<file path="config.mk">
export PLATFORM = sky130hd
export DESIGN_NAME = pix_scan_gen_flat
export DESIGN_NICKNAME = d
export VERILOG_FILES = /design/src/rtl/pix_scan_gen_if.sv /design/src/rtl/pix_scan_gen.sv /design/src/flat_wrapper.sv
export SDC_FILE = /design/constraint.sdc
export NUM_CORES = 1
export LEC_CHECK = 0
export CAP_MARGIN = 25
export CORE_MARGIN = 10
export CORE_UTILIZATION = 55
export CTS_CLUSTER_DIAMETER = 100
export DETAILED_ROUTE_END_ITERATION = 10
export PLACE_DENSITY_LB_ADDON = 0.05
export SKIP_CTS_REPAIR_TIMING = 1
export SYNTH_ARGS = -nofsm -noshare
export SYNTH_HDL_FRONTEND = slang
export SYNTH_SLANG_ARGS = --single-unit
export TNS_END_PERCENT = 10
</file>
<file path="constraint.sdc">
create_clock -name clk -period 6.2 [get_ports clk]
set_input_delay 1.55 -clock clk [delete_from_list [all_inputs] [get_ports clk]]
set_output_delay 1.55 -clock clk [all_outputs]
set_load 0.05 [all_outputs]
</file>
<file path="src/rtl/pix_scan_gen_if.sv">
// Pixel beat stream between the scan generator and its consumer.
interface pix_scan_gen_if #(
   parameter int unsigned NUM_X_BITS = 10,
   parameter int unsigned NUM_Y_BITS = 10,
   parameter int unsigned LANES      = 4
);
   logic                  out_valid;
   logic                  out_ready;
   logic [NUM_X_BITS-1:0] out_x;
   logic [NUM_Y_BITS-1:0] out_y;
   logic [LANES-1:0]      out_mask;
   logic                  out_last;

   modport master (
      output out_valid, out_x, out_y, out_mask, out_last,
      input  out_ready
   );

   modport slave (
      input  out_valid, out_x, out_y, out_mask, out_last,
      output out_ready
   );
endinterface

</file>
<file path="src/rtl/pix_scan_gen.sv">
// Raster scan generator: walks a frame row by row, LANES pixels per beat.
module pix_scan_gen #(
   parameter int unsigned NUM_X_BITS = 10,
   parameter int unsigned NUM_Y_BITS = 10,
   parameter int unsigned LANES      = 4
) (
   input  logic                  clk,
   input  logic                  n_rst,
   input  logic                  start,
   input  logic                  abort,
   input  logic [NUM_X_BITS-1:0] x_max,
   input  logic [NUM_Y_BITS-1:0] y_max,
   output logic                  busy,
   output logic                  done,
   pix_scan_gen_if.master        bus
);

   // One extra bit so x+LANES never wraps at the top of the x range.
   localparam int unsigned XW1 = NUM_X_BITS + 1;

   typedef enum logic [1:0] {
      IDLE = 2'd0,
      RUN  = 2'd1,
      DONE = 2'd2
   } state_t;

   state_t                state;
   logic [NUM_X_BITS-1:0] x_lim;
   logic [NUM_Y_BITS-1:0] y_lim;

   logic [XW1-1:0]        x_sum;
   logic                  row_end;
   logic [NUM_X_BITS-1:0] adv_x;
   logic [NUM_Y_BITS-1:0] adv_y;
   logic [LANES-1:0]      adv_mask;
   logic                  adv_last;

   // Lanes whose pixel column lies inside the frame.
   function automatic logic [LANES-1:0] lane_mask(input logic [NUM_X_BITS-1:0] x,
                                                  input logic [NUM_X_BITS-1:0] xm);
      logic [LANES-1:0] m;
      m = '0;
      for (int unsigned i = 0; i < LANES; i++) begin
         m[i] = (({1'b0, x} + XW1'(i)) <= {1'b0, xm});
      end
      return m;
   endfunction

   // Beat at (x, y) is the final one of the frame.
   function automatic logic is_last(input logic [NUM_X_BITS-1:0] x,
                                    input logic [NUM_Y_BITS-1:0] y,
                                    input logic [NUM_X_BITS-1:0] xm,
                                    input logic [NUM_Y_BITS-1:0] ym);
      return (y == ym) && (({1'b0, x} + XW1'(LANES)) > {1'b0, xm});
   endfunction

   // Position and attributes of the beat following the current one.
   always_comb begin
      x_sum    = {1'b0, bus.out_x} + XW1'(LANES);
      row_end  = (x_sum > {1'b0, x_lim});
      adv_x    = row_end ? '0 : x_sum[NUM_X_BITS-1:0];
      adv_y    = row_end ? NUM_Y_BITS'(bus.out_y + NUM_Y_BITS'(1)) : bus.out_y;
      adv_mask = lane_mask(adv_x, x_lim);
      adv_last = is_last(adv_x, adv_y, x_lim, y_lim);
   end

   // Scan FSM with registered beat, busy and done outputs.
   always_ff @(posedge clk) begin
      if (!n_rst || abort) begin
         state         <= IDLE;
         busy          <= 1'b0;
         done          <= 1'b0;
         bus.out_valid <= 1'b0;
         bus.out_x     <= '0;
         bus.out_y     <= '0;
         bus.out_mask  <= '0;
         bus.out_last  <= 1'b0;
         if (!n_rst) begin
            x_lim <= '0;
            y_lim <= '0;
         end
      end else begin
         case (state)
            IDLE: begin
               done <= 1'b0;
               if (start) begin
                  state         <= RUN;
                  x_lim         <= x_max;
                  y_lim         <= y_max;
                  busy          <= 1'b1;
                  bus.out_valid <= 1'b1;
                  bus.out_x     <= '0;
                  bus.out_y     <= '0;
                  bus.out_mask  <= lane_mask('0, x_max);
                  bus.out_last  <= is_last('0, '0, x_max, y_max);
               end
            end
            RUN: begin
               if (bus.out_valid && bus.out_ready) begin
                  if (bus.out_last) begin
                     state         <= DONE;
                     busy          <= 1'b0;
                     done          <= 1'b1;
                     bus.out_valid <= 1'b0;
                     bus.out_x     <= '0;
                     bus.out_y     <= '0;
                     bus.out_mask  <= '0;
                     bus.out_last  <= 1'b0;
                  end else begin
                     bus.out_x    <= adv_x;
                     bus.out_y    <= adv_y;
                     bus.out_mask <= adv_mask;
                     bus.out_last <= adv_last;
                  end
               end
            end
            DONE: begin
               state <= IDLE;
               done  <= 1'b0;
            end
            default: begin
               state         <= IDLE;
               busy          <= 1'b0;
               done          <= 1'b0;
               bus.out_valid <= 1'b0;
            end
         endcase
      end
   end

endmodule

</file>
<file path="src/flat_wrapper.sv">
// flat-port wrapper written by rule: the top's interface ports become plain ports
module pix_scan_gen_flat 
#(
   parameter int unsigned NUM_X_BITS = 10,
   parameter int unsigned NUM_Y_BITS = 10,
   parameter int unsigned LANES      = 4
)
  (clk, n_rst, start, abort, x_max, y_max, busy, done, bus_out_valid, bus_out_x, bus_out_y, bus_out_mask, bus_out_last, bus_out_ready);
  pix_scan_gen_if #(.NUM_X_BITS(NUM_X_BITS), .NUM_Y_BITS(NUM_Y_BITS), .LANES(LANES)) bus_i ();
  input  logic clk;
  input  logic n_rst;
  input  logic start;
  input  logic abort;
  input  logic [NUM_X_BITS-1:0] x_max;
  input  logic [NUM_Y_BITS-1:0] y_max;
  output logic busy;
  output logic done;
  output wire logic [$bits(bus_i.out_valid)-1:0] bus_out_valid;
  output wire logic [$bits(bus_i.out_x)-1:0] bus_out_x;
  output wire logic [$bits(bus_i.out_y)-1:0] bus_out_y;
  output wire logic [$bits(bus_i.out_mask)-1:0] bus_out_mask;
  output wire logic [$bits(bus_i.out_last)-1:0] bus_out_last;
  input wire logic [$bits(bus_i.out_ready)-1:0] bus_out_ready;
  assign bus_out_valid = bus_i.out_valid;
  assign bus_out_x = bus_i.out_x;
  assign bus_out_y = bus_i.out_y;
  assign bus_out_mask = bus_i.out_mask;
  assign bus_out_last = bus_i.out_last;
  assign bus_i.out_ready = bus_out_ready;
  pix_scan_gen #(.NUM_X_BITS(NUM_X_BITS), .NUM_Y_BITS(NUM_Y_BITS), .LANES(LANES)) u_core (.clk(clk), .n_rst(n_rst), .start(start), .abort(abort), .x_max(x_max), .y_max(y_max), .busy(busy), .done(done), .bus(bus_i));
endmodule
</file>
* Word level (Yosys, flattened, before mapping)
Cells that the tools add are included.
Storage, ports and cells: register bits after elaboration 49, bits of input ports 25, output and inout bits 28, word-level logic and storage cells 82
Operators by class: add/subtract/negate cells 6, magnitude comparators 10, eq/ne operators 7, mux-type cells 32, bitwise gates (word level) 2, reduce and logical (&&, ||, !) cells 16
Operators by type and width (number):
- $mux W10 | 14
- $pmux W10 S2 | 2
- $le A11 B10 Y1 | 3
- $add A10 B2 Y11 const B | 2
- $add A10 B3 Y11 const B | 2
- $gt A11 B10 Y1 | 2
- $le A2 B10 Y1 const A | 2
- $mux W4 | 3
- $add A10 B1 Y11 const B | 1
- $add A10 B1 Y10 const B | 1
- $eq A10 B10 Y1 | 1
- $gt A3 B10 Y1 const A | 1
- $le A1 B10 Y1 const A | 1
- $le A10 B10 Y1 | 1
- $logic_not A10 Y1 | 1
- $reduce_and A3 Y1 | 3
- $pmux W4 S2 | 1
- $mux W1 | 6
- $mux W2 | 3
- $reduce_bool A2 Y1 | 3
- $ne A2 B1 Y1 const B | 2
- $ne A2 B2 Y1 const B | 2
- $pmux W2 S2 | 1
- $reduce_and A4 Y1 | 1
- 11 further kinds | 14

* Depth between registers and ports, before layout
Gate-level depths: netlist (run 1).
depth in word-level cells 9, depth in mapped cells 24, gate-level depth less buffers 23

* Worst setup path before layout (run 1)
Ideal clock, no wire load.
path type reg-to-reg, start register u_core.bus.out_x[3], end register u_core.bus.out_last, library setup time 0.116 ns, data arrival time 5.080 ns, data required time 6.084 ns, slack 1.004 ns, stages on the path, launching flop included 24, path buffers 2, clock period less this slack 5.196 ns, path through dfxtp_1 ha_1 buf_4 nand3_1 xor2_1 clkinv_2 ha_1 nand4_1 nor3_2 o21a_1 nand2_1 buf_4 nor2_2 ha_1 xor2_1 ha_1 a21o_1 a21o_1 a221oi_1 o21ai_0 o31ai_1 a22o_1 a2111oi_2 a31o_1
On the way: word-level cells in the longest chain between the ends 9, elaborated cells between the ends (all ways) 11, those cells by class add/sub: 2; order compare: 2; eq/ne: 1; mux: 5; reduce/logical: 1
Ends and longest elaborated chain:
- start: declaration | line pix_scan_gen_if.sv:15 | output out_valid, out_x, out_y, out_mask, out_last,
- start signal: assignment | line pix_scan_gen.sv:110 | bus.out_x <= adv_x;
- $add A10 B3 Y11 (*) | line pix_scan_gen.sv:59 | x_sum = {1'b0, bus.out_x} + XW1'(LANES);
- $gt A11 B10 Y1 | line pix_scan_gen.sv:60 | row_end = (x_sum > {1'b0, x_lim});
- $mux W10 | line pix_scan_gen.sv:61 | adv_x = row_end ? '0 : x_sum[NUM_X_BITS-1:0];
- $add A10 B3 Y11 | line pix_scan_gen.sv:54 | return (y == ym) && (({1'b0, x} + XW1'(LANES)) > {1'b0, xm});
- $gt A11 B10 Y1 | line pix_scan_gen.sv:54
- $logic_and A1 B1 Y1 (*) | line pix_scan_gen.sv:54
- $mux W1 (*) | line pix_scan_gen.sv:100 | if (bus.out_last) begin
- $mux W1 (*) | line pix_scan_gen.sv:99 | if (bus.out_valid && bus.out_ready) begin
- $pmux W1 S2 (*) | line pix_scan_gen.sv:83 | case (state)
- end signal: assignment | line pix_scan_gen.sv:95 | bus.out_last <= is_last('0, '0, x_max, y_max);
- end signal: assignment | line pix_scan_gen.sv:113 | bus.out_last <= adv_last;
- end: declaration | line pix_scan_gen_if.sv:15
Mark *: on every way between the ends. The rest lies on a longest branch, timed or not. The select of a mux whose other input is x is not followed. A chain may end at the register's enable or synchronous reset.

* Worst setup path in the final report (run 1)
start register u_core.bus.out_x[2], end register u_core.bus.out_last
The elaborated chain is that of the path after synthesis.

==> impl_metrics.csv, run 1 <==
group,metric,value,unit
placed_design,hpwl,10450,um
critical_path,reg2reg_slack,0.51,ns
drt,drt-initial-drc-count,371,
finish,mostFrequentLayoutCell,"ha_1",
power,p_int,494.9,uW
critical_path,required,6.41,ns
finish,layout-drive-gt1-share,7.288,%
clocking,clk_pin_slew,0.10,ns
finish,layout.nets,676,
synthesis,syn_nets,630,
synthesis,synth_edf_count,20,
hold_path,whs_endpoint,"u_core.done",
critical_path,worstSetupPathType,"flop to flop",
drt,antenna_left,0,
sta,rsz0062_at_grt,"false",
synthesis,ys_ff_latch,49,
drt,wl,13620,um
sta,tightestPinTransition,0.8374,ns
finish,layout_common_cells,"ha_1 (62), nor2_1 (53), clkdlybuf4s50_1 (52)",
sta,fin_skew,0.01567,ns
floorplanning,rows,33,
critical_path,end_kind,"flop",
floorplanning,core,8175,um^2
power,pwr-share-comb,21.7,%
sta,hold_violations,0,
critical_path,cp_slowest_cell,"dfxtp_1",
global_routing,gr-usage-all-layers,21.20,%
run_status,status,"completed",
synthesis,synth_cell_types,74,
critical_path,crit_fanout,16,
critical_path,crit_buf_inv,2,
floorplanning,start_util,56.41,%
critical_path,r2r_cells,22,
global_routing,grt_max_degree,30,
power,p_per_area,135.4,nW/um^2
sta,finalCritPeriodShare,91.80,%
drt,drc,0,
synthesis,syn_area_per_cell,8.493,um^2
floorplanning,die_area,12450,um^2
clocking,numCtsBuffers,5,
sta,period_minus_slack,5.691,ns
floorplanning,die_y,111.6,um
critical_path,r2r_start,"u_core.bus.out_x[2]",
clocking,cts_buffer_depth,2,
clocking,cts_root_buf,"clkbuf_8",
global_routing,grt_pass1_vias,4211,
global_routing,grt_pass1_wl,21980,um
sta,setup_viol,0,
synthesis,synth-seq-area-share,25.61,%
drt,viasPerCell,6.223,
power,p_clk_share,28.9,%
global_routing,grt.overflow.total,0,
sta,max_freq,175.7,MHz
drt,via_count,4325,
finish,areaGrowthSynthToFinish,15.44,%
power,power_frac_seq,49.4,%
sta,max_slew_margin,43.99,%
critical_path,cp.arrival,5.90,ns
power,peakVddDrop,108.2,uV
finish,antennaDiodeCount,0,
job,max_cap_viol_count,0,
floorplanning,boundaryPins,53,
placed_design,place_congestion,0.9889,
critical_path,path_common_cell,"ha_1",
critical_path,crit_path_max_incr_delay,0.55,ns
critical_path,cp_top_family,"compound AO/OA/AOI/OAI gates",
clocking,cts_tree,"done",
hold_path,min_from,"u_core.done",
clocking,worstSkewPairLatency,0.32,ns
global_routing,antenna_found_initial,0,
clocking,cts.sinks,49,
floorplanning,die_x,111.6,um
sta,whs,0.5026,ns
synthesis,synth_area,4612,um^2
synthesis,dominantRegCellSynth,"dfxtp_1",
sta,fin_setup_tns,0,ns
sta,final_max_slew_viol_count,0,
power,p_sw_share,31.33,%
power,p_switching,225.7,uW
synthesis,async_reset_ff_share,0,%
drt,routedWlPerCell,19.60,um
power,leakage,2.137,nW
synthesis,synth.yosys.warnings,0,
critical_path,cp-start-kind,"flop",
drt,drt_first_pass_iters,5,
hold_path,hold_class,"flop to flop",
critical_path,r2r-end,"u_core.bus.out_last",
placed_design,port-buffer-count,52,
critical_path,worstPathCellList,"ha_1 -> nand3_1 -> xor2_1 -> clkinv_2 -> ha_1 -> nand4_1 -> nor3_2 -> o21ai_4 -> nor2_4 -> nand2_1 -> inv_1 -> ha_1 -> xor2_1 -> ha_1 -> a21o_1 -> a21o_1 -> a221oi_1 -> o21ai_0 -> o31ai_1 -> a22o_1 -> a2111oi_2 -> a31o_1",
hold_path,worstHoldPathCells,2,
synthesis,synth_cells,543,
clocking,clock_tree.htree_level_count,2,
per-layer routing:
layer / share of wire [%] / wire (um) / global-route usage [%]
met2: 44 / 5973 / 32.75
met1: 44 / 5993 / 27.26
met5: 0 / 0 / 0
met4: 2.0 / 267 / 6.341
met3: 10 / 1387 / 7.246
tightest hold or removal path: stages (launching register included):
cell and delay, ns:
dfxtp_1 0.33, nor2_1 0.09, nor3_1 0.05
state kept, by name, summed over array words and instances (netlist names):
signal	flops
u_core.bus.out_valid	1
u_core.bus.out_last	1
u_core.done	1
u_core.bus.out_y	10
u_core.x_lim	10
u_core.state	2
u_core.y_lim	10
u_core.bus.out_x	10
u_core.bus.out_mask	4
logic make-up after synthesis:
family                     count (synthesis)  share of synthesized area (%)
DFF                                       49                          25.61
and+or+nand+nor                          211                          25.09
buffers and inverters                     48                          4.449
xor gates and xnor gates                  43                          8.492
AOI/OAI and AO/OA                        128                          19.10
adders and majority gates                 63                          17.04
muxes                                      1                         0.2170
cell usage after synthesis, types with 4 or more instances:
master / count / area share (%)
a21o_1: 8 / 1.3
a21oi_1: 32 / 3.5
a22oi_1: 7 / 1.1
a311oi_1: 4 / 0.76
a31oi_1: 4 / 0.54
and2_1: 19 / 2.6
and3_1: 8 / 1.1
and4_1: 4 / 0.76
buf_4: 5 / 0.81
clkbuf_1: 13 / 1.1
dfxtp_1: 29 / 13
edfxtp_1: 20 / 13
ha_1: 62 / 17
inv_1: 24 / 2.0
nand2_1: 30 / 2.4
nand3_1: 26 / 2.8
nand4_1: 11 / 1.5
nand4b_1: 5 / 0.95
nor2_1: 53 / 4.3
nor2b_1: 5 / 0.68
nor3_1: 16 / 1.7
nor4_1: 6 / 0.81
o21a_1: 10 / 1.6
o21ai_0: 20 / 2.2
o21bai_1: 4 / 0.65
o31ai_1: 7 / 1.1
xnor2_1: 30 / 5.7
xor2_1: 11 / 2.1
how the worst max path moves through the flow:
| stage | end | cells past startpoint | slack (ns) | from |
|---|---|---|---|---|
| after floorplan | u_core.bus.out_last | 23 | 1.00 | u_core.bus.out_x[3] |
| after global placement | u_core.bus.out_last | 22 | 0.85 | u_core.bus.out_x[2] |
| after detailed placement | u_core.bus.out_last | 22 | 0.60 | u_core.bus.out_x[2] |
| after CTS | u_core.bus.out_last | 22 | 0.58 | u_core.bus.out_x[2] |
| after global routing | u_core.bus.out_last | 22 | 0.12 | u_core.bus.out_x[2] |
| final | u_core.bus.out_last | 22 | 0.51 | u_core.bus.out_x[2] |
layout make-up:
type                       count  area (um^2)
inverter                      27        105.1
fill                         720         2851
multi-input combinational    446         3231
clock buffer                   5        68.82
tap                          105        131.4
timing repair buffer          60        580.6
sequential                    49         1181
clock inverter                 3        26.28
power by group through the flow:
stage                     clock (mW)  sequential, mW  combinational [mW]
final                          0.208           0.356               0.156
after detailed placement           0           0.363               0.153
after global routing           0.222           0.358               0.172
after CTS                      0.212           0.356               0.154
after floorplan                    0           0.368              0.0925
after global placement             0           0.363               0.150
metrics by stage:
step           cells  power (mW)  cell area, um^2  worst slack [ns]  utilization (%)
6_report         695      0.7206             5324            0.5085            65.12
5_1_grt          695      0.7514             5324            0.1206            65.12
4_1_cts          695      0.7215             5324            0.5788            65.12
3_5_place_dp     687      0.5164             5229            0.6022            63.96
3_3_place_gp     687      0.5129             5229            0.8548            63.96
2_1_floorplan    543      0.4606             4612             1.004                -
Power figures use the tool's default switching activity.
==> inputs of run 2 (changes only) <==
ABC_CLOCK_PERIOD_IN_PS = 6200   (was not set)
CTS_BUF_LIST = sky130_fd_sc_hd__clkbuf_8   (was not set)
==> results of run 2 <==
Same layout as run 1: the final DEF is identical, and so are final timing and power.
==> edit (settings of run 1) <==
`NUM_X_BITS` is set to 10 in 3 places; all go to 9.
--- a/src/rtl/pix_scan_gen_if.sv
+++ b/src/rtl/pix_scan_gen_if.sv
@@ -1,5 +1,5 @@
 // Pixel beat stream between the scan generator and its consumer.
 interface pix_scan_gen_if #(
-   parameter int unsigned NUM_X_BITS = 10,
+   parameter int unsigned NUM_X_BITS = 9,
    parameter int unsigned NUM_Y_BITS = 10,
    parameter int unsigned LANES      = 4
--- a/src/rtl/pix_scan_gen.sv
+++ b/src/rtl/pix_scan_gen.sv
@@ -1,5 +1,5 @@
 // Raster scan generator: walks a frame row by row, LANES pixels per beat.
 module pix_scan_gen #(
-   parameter int unsigned NUM_X_BITS = 10,
+   parameter int unsigned NUM_X_BITS = 9,
    parameter int unsigned NUM_Y_BITS = 10,
    parameter int unsigned LANES      = 4
--- a/src/flat_wrapper.sv
+++ b/src/flat_wrapper.sv
@@ -2,5 +2,5 @@
 module pix_scan_gen_flat 
 #(
-   parameter int unsigned NUM_X_BITS = 10,
+   parameter int unsigned NUM_X_BITS = 9,
    parameter int unsigned NUM_Y_BITS = 10,
    parameter int unsigned LANES      = 4
Interface: changed (resized bus_out_x and x_max); port bits go from 53 to 51. No check against the original RTL was run, so the function may have changed too.
==> edit against run 1 <==
  * Total power decreased by 4.1%
  * Wire length decreased by 11%
  * Area after synthesis decreased by 7.2%
  * Worst setup slack got worse by 0.015 ns
  * Sequential cell count decreased by 2
  * Sequential share of layout area increased by 0.62 points
  * First-iteration DRC count decreased by 29%
  * Design area decreased by 6.8%
  * Largest cell class unchanged
  * Highest routed layer unchanged
==> edit: results (changes against run 1) <==
Logic synthesis
  – Synth Area in Compound Gates: 17.24% (-1.9 points)
  – Yosys cell types: 63 (-15%)
  – Post-synthesis mux area share: 0.2338% (+0.017 points)
  – Register area share after synthesis: 26.42% (+0.81 points)
  – Top_reg_cell synth: dfxtp_1
  – Synth Net Count: 593 (-5.9%)
  – Commonest cells in the netlist: 56 x ha_1, 50 x nor2_1, 41 x nand2_1, 36 x a21oi_1, 28 x dfxtp_1
  – XOR/XNOR share of the synthesized area: 9.176% (+0.68 points)
  – Most area-consuming cells after synthesis: ha_1 16%, edfxtp_1 13%, dfxtp_1 13%
  – Async SR Flop Fraction: 0% (unchanged)
  – Yosys warns: 0 (unchanged)
  – Adder and majority gate portion of the synthesized area: 16.36% (-0.67 points)
  – Number of synthesized flops with an enable pin: 19 (-5.0%)

Clock network
  – Clk slew on worst S/H paths: 0.09 ns
  – Clk root buf: clkbuf_8
  – Worst-case clock buffer depth: 2 (unchanged)
  – H-tree levels: 2 (unchanged)
  – Clk_lat worst skew: 0.31 ns

Global route
  – Met2 Use GR: 32.28% (-0.46 points)
  – Largest net degree at the start of global routing: 32 (+6.7%)
  – Global-route wire length before repair: 19.40 mm (-12%)
  – Met1 usage: 28.60% (+1.3 points)
  – Overall Global Routing Usage: 20.51% (-0.69 points)
  – Initial antenna violation count: 0 (unchanged)
  – Grt met3 use: 3.510% (-3.7 points)

Placed design
  – Dpl hpwl: 9.443 mm (-9.7%)
  – Placed instance area: 0.004857 mm2 (-7.1%)
  – GP Congestion: 0.9235 (-6.6%)
  – Post-Place Setup Slack: 0.3672 ns (-0.2350 ns)
  – Port Buffers: 50 (-3.8%)

STA
  – Hold Vio Cnt, Final: 0 (unchanged)
  – FMAX: 175.2 MHz (-0.26%)
  – Total negative slack: 0 ns (unchanged)
  – Clk_skew: 0.008146 ns (-0.007526 ns)
  – Rel. slew slack: 60.88% (+17 points)

Drt
  – DR WL met2: 5.399 mm (-9.6%)
  – First-pass iteration count of the detailed router: 5 (unchanged)
  – Met1 WL: 5.716 mm (-4.6%)
  – Initial DRC count: 262 (-29%)
  – Max Used Layer: met4
  – Via count: 3942 (-8.9%)
  – WL per Instance: 18.41 um (-6.1%)
  – Metal3 WL: 810 um (-42%)

Finish
  – # nets final: 635 (-6.1%)
  – Layout cells sized above 1: 4.676% (-2.6 points)
  – Antenna cell count: 0 (unchanged)
  – Biggest regs: u_core.bus.out_y: 10 flops, u_core.y_lim: 10 flops

Critical path
  – Crit-path max cell delay: 0.53 ns (-0.02 ns)
  – Critical path's slowest cell: dfxtp_1
  – R2R setup slack: 0.49 ns (-0.02 ns)
  – Worst Path Arrival: 5.90 ns (about the same)
  – Crit Path Max Fanout: 31 (+15)
  – Worst path top cell family by delay: compound AO/OA/AOI/OAI gates
  – R2R depth: 23 (+4.5%)

Power and ir drop
  – Peak VDD IR: 0.09337 mV (-14%)
  – P_leak: 0.002045 uW (-4.3%)

Min path
  – Hold path depth: 2 (unchanged)
  – Worst hold path type: flip-flop to flip-flop

Outcome
  – Outcome: finished clean
[edit: cell count changes after synthesis, moves of 5 or more]
cell / delta
ha_1: -6
nand3_1: -6
o21a_1: -5
xor2_1: +6
nand2_1: +11
[edit: power breakdown]
part	switching, uW	leakage [uW]	internal [uW]	total [uW]
Clock	114	0.0000460	79.1	194
Combinational	92.9	0.00157	63.8	157
Sequential	7.89	0.000430	333	341
[edit: kinds of logic after synthesis]
| kind of cell | count (synthesis) |
|---|---|
| flip-flops | 47 |
| buffers and inverters | 46 |
| multiplexers | 1 |
| AND/OR/NAND/NOR | 211 |
| AO/OA/AOI/OAI | 108 |
| XOR/XNOR | 44 |
| adder cells (fa/ha/maj) | 56 |
[edit: worst paths after layout]
kind	start	to
worst max-delay path	u_core.bus.out_x[2]	u_core.bus.out_last
worst min-delay path	u_core.bus.out_y[9]	u_core.bus.out_y[9]
worst max register to register	u_core.bus.out_x[2]	u_core.bus.out_last
worst min register to register	u_core.bus.out_y[9]	u_core.bus.out_y[9]
[edit: final cells by class]
| cell class | count | area, um2 |
|---|---|---|
| flip-flops and latches | 47 | 1131 |
| clock buffers | 5 | 68.82 |
| well taps | 102 | 127.6 |
| multi-input cells | 420 | 2975 |
| fillers | 679 | 2688 |
| repair buffers | 55 | 541.8 |
| clock inverters | 3 | 17.52 |
| inverters | 26 | 97.59 |
[edit: through the flow]
stage | utilization [%] | cells | total power [uW] | hold slack [ns]
global route | 64.86 | 658 | 721.6 | 0.5416
floorplan | - | 513 | 449.2 | 0.5559
detailed placement | 63.51 | 650 | 502.0 | 0.4843
global placement | 63.37 | 649 | 497.0 | 0.4833
CTS | 64.64 | 658 | 693.0 | 0.5053
finish | 64.86 | 658 | 691.1 | 0.5081
